==> config.mk <==
export PLATFORM = sky130hd
export DESIGN_NAME = conv_encoder_tx
export DESIGN_NICKNAME = d
export VERILOG_FILES = /design/src/rtl/conv_encoder_tx.sv
export SDC_FILE = /design/constraint.sdc
export NUM_CORES = 1
export LEC_CHECK = 0
export ABC_CLOCK_PERIOD_IN_PS = 2700
export BUFFER_PORTS_ARGS = -buffer_cell sky130_fd_sc_hd__buf_4
export CORE_MARGIN = 5
export CORE_UTILIZATION = 38
export DETAILED_ROUTE_END_ITERATION = 10
export MAX_ROUTING_LAYER = met4
export PLACE_DENSITY = 0.57
export SLEW_MARGIN = 15
export SYNTH_ARGS = -nofsm -noshare
export SYNTH_HDL_FRONTEND = slang
export SYNTH_SLANG_ARGS = --single-unit
==> constraint.sdc <==
create_clock -name clk -period 2.7 [get_ports clk]
set_input_delay 0.54 -clock clk [delete_from_list [all_inputs] [get_ports clk]]
set_output_delay 0.54 -clock clk [all_outputs]
set_load 0.005 [all_outputs]
==> src/rtl/conv_encoder_tx.sv <==
// Frame-buffered rate-1/2 K=3 convolutional encoder (G0=111, G1=101).
// Emits one symbol per buffered bit plus zero flush bits ending in state 0.
module conv_encoder_tx #(
  parameter int MAX_FRAME = 32,
  parameter int TAIL_BITS = 2
) (
  input  logic       clk,
  input  logic       rst,
  input  logic       in_valid,
  input  logic       in_bit,
  input  logic       in_last,
  output logic       in_ready,
  output logic       sym_valid,
  output logic [1:0] sym_out,
  input  logic       sym_ready,
  output logic       frame_done,
  output logic       busy,
  output logic       overflow
);

  localparam int MAX_DATA = MAX_FRAME - TAIL_BITS;
  localparam int CW = $clog2(MAX_FRAME + 1);
  localparam int BW = (MAX_DATA > 1) ? $clog2(MAX_DATA) : 1;

  typedef enum logic [2:0] {
    S_IDLE,
    S_LOAD,
    S_SEND,
    S_TAIL,
    S_DONE
  } state_t;

  state_t               state_q, state_d;
  logic [1:0]           enc_q, enc_d;
  logic [MAX_DATA-1:0]  dbuf_q, dbuf_d;
  logic [CW-1:0]        len_q, len_d;
  logic [CW-1:0]        idx_q, idx_d;
  logic                 ovf_q, ovf_d;
  logic                 cur_bit;

  function automatic logic [1:0] enc_sym(
    input logic [1:0] s,
    input logic       b
  );
    return {s[1] ^ s[0] ^ b, s[1] ^ b};
  endfunction

  always_comb begin
    state_d    = state_q;
    enc_d      = enc_q;
    dbuf_d     = dbuf_q;
    len_d      = len_q;
    idx_d      = idx_q;
    ovf_d      = ovf_q;
    cur_bit    = 1'b0;
    in_ready   = 1'b0;
    sym_valid  = 1'b0;
    sym_out    = 2'b00;
    frame_done = 1'b0;
    busy       = 1'b0;

    unique case (state_q)
      S_IDLE: begin
        in_ready = 1'b1;
        if (in_valid) begin
          dbuf_d[0] = in_bit;
          len_d     = CW'(1);
          ovf_d     = 1'b0;
          if (in_last || MAX_DATA == 1) begin
            state_d = S_SEND;
            enc_d   = 2'b00;
            idx_d   = '0;
            ovf_d   = ~in_last;
          end else begin
            state_d = S_LOAD;
          end
        end
      end

      S_LOAD: begin
        in_ready = 1'b1;
        if (in_valid) begin
          dbuf_d[len_q[BW-1:0]] = in_bit;
          len_d = len_q + CW'(1);
          // a full buffer without in_last means the frame was truncated
          if (in_last || len_q == CW'(MAX_DATA - 1)) begin
            state_d = S_SEND;
            enc_d   = 2'b00;
            idx_d   = '0;
            ovf_d   = ~in_last;
          end
        end
      end

      S_SEND: begin
        busy      = 1'b1;
        sym_valid = 1'b1;
        cur_bit   = dbuf_q[idx_q[BW-1:0]];
        sym_out   = enc_sym(enc_q, cur_bit);
        if (sym_ready) begin
          enc_d = {enc_q[0], cur_bit};
          idx_d = idx_q + CW'(1);
          if (idx_q == len_q - CW'(1)) begin
            state_d = (TAIL_BITS > 0) ? S_TAIL : S_DONE;
          end
        end
      end

      S_TAIL: begin
        busy      = 1'b1;
        sym_valid = 1'b1;
        sym_out   = enc_sym(enc_q, 1'b0);
        if (sym_ready) begin
          enc_d = {enc_q[0], 1'b0};
          idx_d = idx_q + CW'(1);
          // idx keeps counting past len so the tail needs no extra counter
          if (idx_q == len_q + CW'(TAIL_BITS - 1)) begin
            state_d = S_DONE;
          end
        end
      end

      S_DONE: begin
        frame_done = 1'b1;
        idx_d      = '0;
        state_d    = S_IDLE;
      end

      default: begin
        state_d = S_IDLE;
      end
    endcase
  end

  assign overflow = ovf_q;

  always_ff @(posedge clk) begin
    if (rst) begin
      state_q <= S_IDLE;
      enc_q   <= 2'b00;
      dbuf_q  <= '0;
      len_q   <= '0;
      idx_q   <= '0;
      ovf_q   <= 1'b0;
    end else begin
      state_q <= state_d;
      enc_q   <= enc_d;
      dbuf_q  <= dbuf_d;
      len_q   <= len_d;
      idx_q   <= idx_d;
      ovf_q   <= ovf_d;
    end
  end

endmodule

## Word-level counts from Yosys, hierarchy flattened

Cells that the tools add are included.

- $add $sub $neg: 3
- $lt $le $gt $ge: 3
- Eq/ne operators: 16
- Muxes and demuxes: 42
- Bitwise operators: 4
- Reductions and logical operators: 14

Operators with widths:

| cell | count |
|---|---|
| 6-bit two-way mux | 7 |
| 30-bit bitwise mux | 1 |
| 6-bit case mux with 4 select lines | 1 |
| 3-bit two-way mux | 7 |
| 2-bit != test, second input constant | 8 |
| 2-bit two-way mux | 7 |
| 7-bit AND reduction | 2 |
| 6-bit by 1-bit adder with 6-bit output, second input constant | 2 |
| 6-bit equality test | 2 |
| 5-bit by 6-bit less-than comparator with 1-bit output, second input constant | 2 |
| 3-bit case mux with 4 select lines | 1 |
| 6-bit case mux with 2 select lines | 1 |
| 1-bit two-way mux | 11 |
| 2-bit case mux with 4 select lines | 1 |
| 4-bit nonzero test | 2 |
| 3-bit by 2-bit equality test with 1-bit output, second input constant | 2 |
| 6-bit by 5-bit equality test with 1-bit output, second input constant | 1 |
| 6-bit AND reduction | 1 |
| 6-bit by 1-bit subtractor with 6-bit output, second input constant | 1 |
| 1-bit binary-select mux with 5-bit select | 1 |
| 1-bit demux with 5-bit select | 1 |
| 5-bit by 1-bit >= comparator with 1-bit output, second input constant | 1 |
| 1-bit case mux with 2 select lines | 2 |
| 2-bit case mux with 2 select lines | 1 |
| 13 further kinds | 16 |

- Register bits after elaboration: 48
- Bits of input ports: 6
- Output and inout bits: 7
- Logic and storage cells: 89

## Longest topological paths before layout

- Depth after elaboration: 7
- Mapped depth: 9
- Depth with buffers taken out: 8

## Least setup slack after synthesis

Ideal clock, no wire load.

- Path kind: register to output
- From: reg idx_q[0]
- To: out sym_out[1]
- Arrival time: 1962 ps
- Data required time: 2160 ps
- Path slack: 198 ps
- Cell stages (with the launch flop): 8
- Buffers on the path: 1
- Cells stage by stage: dfxtp_1 buf_2 mux4_2 nor3b_1 nor4b_1 a311o_1 xnor2_2 mux2i_1

- Word-level cells in the longest chain between the ends: 4

RTL lines:

| item | RTL line | source |
|---|---|---|
| from (decl) | 37 | `logic [CW-1:0] idx_q, idx_d;` |
| from (signal assigned) | 150 | `idx_q <= idx_d;` |
| 1-bit binary-select mux with 5-bit select | 98 | `cur_bit = dbuf_q[idx_q[BW-1:0]];` |
| 1-bit two-way mux (not written as such) | 98 |  |
| 1-bit XOR | 45 | `return {s[1] ^ s[0] ^ b, s[1] ^ b};` |
| 2-bit case mux with 2 select lines | 62 | `unique case (state_q)` |
| to (decl) | 14 | `output logic [1:0] sym_out,` |

No other way between the ends. The select of a mux whose other input is x is not followed.

## Worst setup path in the final report

Ends and elaborated chain as after synthesis.

==> impl_metrics.tcl <==
set metrics [dict create \
    final_cells 452 \
    synth.most_common_cell "nand2_1" \
    rsz0062_at_grt "true" \
    slew_headroom_pct 58.7 \
    cts_hold_buf 0 \
    drive_above_1_share_pct 14.2 \
    grt_max_degree 49 \
    ios 13 \
    fin_skew_ns 0.00924 \
    intPower_w 0.00111 \
    coreArea_sq_um 7290 \
    synth_warnings 0 \
    fp.dieArea_sq_um 9380 \
    syn-num-nets 359 \
    crit_type "reg -> out" \
    maxSlewViolCount 0 \
    clockBufferDepth 2 \
    dpl.hpwl_um 4820 \
    worstPathRequired_ns 2.16 \
    synth_edf_count 0 \
    async_reset_ff_share_pct 0 \
    synth_top_area_share_pct 33.5 \
    seq_area_frac_synth_pct 33.5 \
    grt_usage_pct 15.0 \
    worst_slack_ns -0.120 \
    grt_pass1_vias 2296 \
    drtIter0Drc 84 \
    crit_chain "mux4_2 -> nor3b_2 -> nor4b_2 -> a311o_1 -> xnor2_2 -> mux2i_1 -> buf_4" \
    viasPerCell 5.24 \
    antenna_left 0 \
    drc 0 \
    portBuffers 12 \
    rows 31 \
    gp_congestion 0.850 \
    dr_total_vias 2369 \
    power_frac_comb_pct 14.3 \
    die_h_um 96.8 \
    netlist_area_sq_um 2870 \
    cp.arrival_ns 2.28 \
    clock_sinks 48 \
    seqPwrFrac_pct 48.9 \
    power.density_nw_per_um2 470 \
    synthCells 348 \
    leakagePower_nw 1.28 \
    routed_wl_um 6810 \
    post-place-cells 444 \
    cts_setup_buffers 0 \
    fmax_ghz 0.355 \
    die_width_um 96.8 \
    utilization_pct 43.8 \
    hold-worst-slack_ns 0.469 \
    ir_worst_vdd_mv 0.309 \
    cpPeakStageDelay_ns 0.51 \
    place_ws_ns 0.0996 \
    cp_top_family "multiplexers" \
    netlist_top_cells_area "dfxtp_1 (34%), mux2i_1 (12%), nand2_1 (6.4%)" \
    synth-seq-cells 48 \
    cts_tree "yes" \
    path_buf_inv 1 \
    clk_latency_ns 0.30 \
    cts_buffers 5 \
    netSwitchingPower_w 0.000392 \
    violations "setup timing" \
    hold_viol 0 \
    start_util_pct 39.3 \
    cts_htree_levels 2 \
    end_kind "primary output" \
    tightestPinTransition_ns 0.617 \
    yosys-top-cells-count "nand2_1 (49), dfxtp_1 (48), nor2_1 (43)" \
    synth.largest_area_cell "dfxtp_1" \
    root_buffer "clkbuf_8" \
    cpMaxStageDelayCell "mux4_2" \
    period_share_pct 104 \
    fin_crit_ns 2.82 \
    synth_ff_type "dfxtp_1" \
    startpoint_type "register" \
    grt_first_pass_wirelength_um 11500 \
    diodes 0 \
    min-delay-path-class "reg -> reg" \
    setup_viol 1 \
    status "finished with violations" \
    tns_ns -0.120 \
    cp_max_fo 4 \
    nets 363 \
    fillers 760 \
    maxCapViolCount 0 \
    dr.pass1.iters 4 \
    ys_types 54 \
    clk_pin_slew_ns 0.09 \
    grt-ovfl-total 0 \
    netSwitchingFraction_pct 26.1 \
    synth_area_per_cell_sq_um 8.23 \
    clkPwrFrac_pct 36.9 \
    area_delta_synth_final_pct 11.5 \
    wl_per_cell_um 15.1 \
    antenna_found_initial 0 \
]
-- worst paths after layout --
check                                               end  slack (ns)  cells past startpoint               startpoint
worst max register to register  state_q[1]$_SDFFE_PP0P_        0.40                      7    len_q[0]$_SDFFE_PP0P_
worst min-delay path            dbuf_q[12]$_SDFFE_PP0P_        0.47                      2  dbuf_q[12]$_SDFFE_PP0P_
worst min register to register  dbuf_q[12]$_SDFFE_PP0P_        0.47                      2  dbuf_q[12]$_SDFFE_PP0P_
worst max-delay path                         sym_out[1]       -0.12                      7    idx_q[0]$_SDFFE_PP0P_
-- final cells by class --
type | count | area [sq um] | area share [%]
flip-flops and latches | 48 | 966 | 30.2
well taps | 99 | 124 | 3.88
clock buffers | 6 | 82.6 | 2.58
repair buffers | 26 | 203 | 6.34
multi-input cells | 264 | 1760 | 54.9
clock inverters | 2 | 38.8 | 1.21
inverters | 7 | 26.3 | 0.822
-- kinds of logic after synthesis --
kind of cell	synth area share, %
muxes	15.0
AOI/OAI and AO/OA	13.3
buffers and inverters	5.81
adders and majority gates	2.18
DFF	33.5
xor gates and xnor gates	3.89
and+or+nand+nor	26.3
-- worst register-to-register path, stage by stage, from the launching register on --
cell	delay, ns
dfxtp_1	0.52
inv_2	0.10
ha_1	0.35
xnor2_1	0.16
or4_4	0.49
a211oi_2	0.24
o32ai_2	0.14
o21a_1	0.20
-- sequential cells by signal, indices dropped and copies added (netlist names) --
register  count
idx_q         6
state_q       3
len_q         6
enc_q         2
overflow      1
dbuf_q       30
-- metrics by stage --
| step | total power [W] | instance area [sq um] |
|---|---|---|
| 3_3_place_gp | 0.000963 | 3040 |
| 5_1_grt | 0.00158 | 3200 |
| 3_5_place_dp | 0.000962 | 3040 |
| 2_1_floorplan | 0.000901 | 2870 |
| 6_report | 0.00150 | 3200 |
| 4_1_cts | 0.00152 | 3200 |
-- cell usage in the layout, fill, tap and decap left out, types with 5 or more instances in the layout --
cell,netlist,routed
mux2i_1,35,35
dfxtp_1,48,46
and2_1,7,7
nor3_1,6,5
a21oi_1,18,18
inv_1,6,6
or3_1,6,6
xnor2_1,8,8
clkbuf_8,0,6
ha_1,5,5
nor2_1,43,43
o21ai_1,5,5
nand2_1,49,49
a31oi_1,5,5
nand3_1,13,13
buf_4,2,24
-- power by group through the flow --
stage / clock, W / sequential (W) / combinational (W)
5_1_grt: 0.000611 / 0.000737 / 0.000235
2_1_floorplan: 0 / 0.000744 / 0.000157
4_1_cts: 0.000576 / 0.000734 / 0.000215
3_5_place_dp: 0 / 0.000750 / 0.000212
6_report: 0.000553 / 0.000734 / 0.000214
3_3_place_gp: 0 / 0.000750 / 0.000213
-- what timing repair did --
action	in CTS	in global routing
hold endpoints to repair	0	0
endpoints found under the setup margin	2	2
gates resized for setup	10	0
-- layer usage --
metal / vias up / routed length (um) / global-route usage (%) / part of all wire, %
met4: 0 / 68 / 3.78 / 1.0
met3: 6 / 156 / 2.73 / 2.3
met1: 1127 / 3420 / 20.3 / 50
met5: - / 0 / - / 0
li1: 1218 / - / - / -
met2: 18 / 3170 / 23.2 / 47
Power figures use the tool's default switching activity.
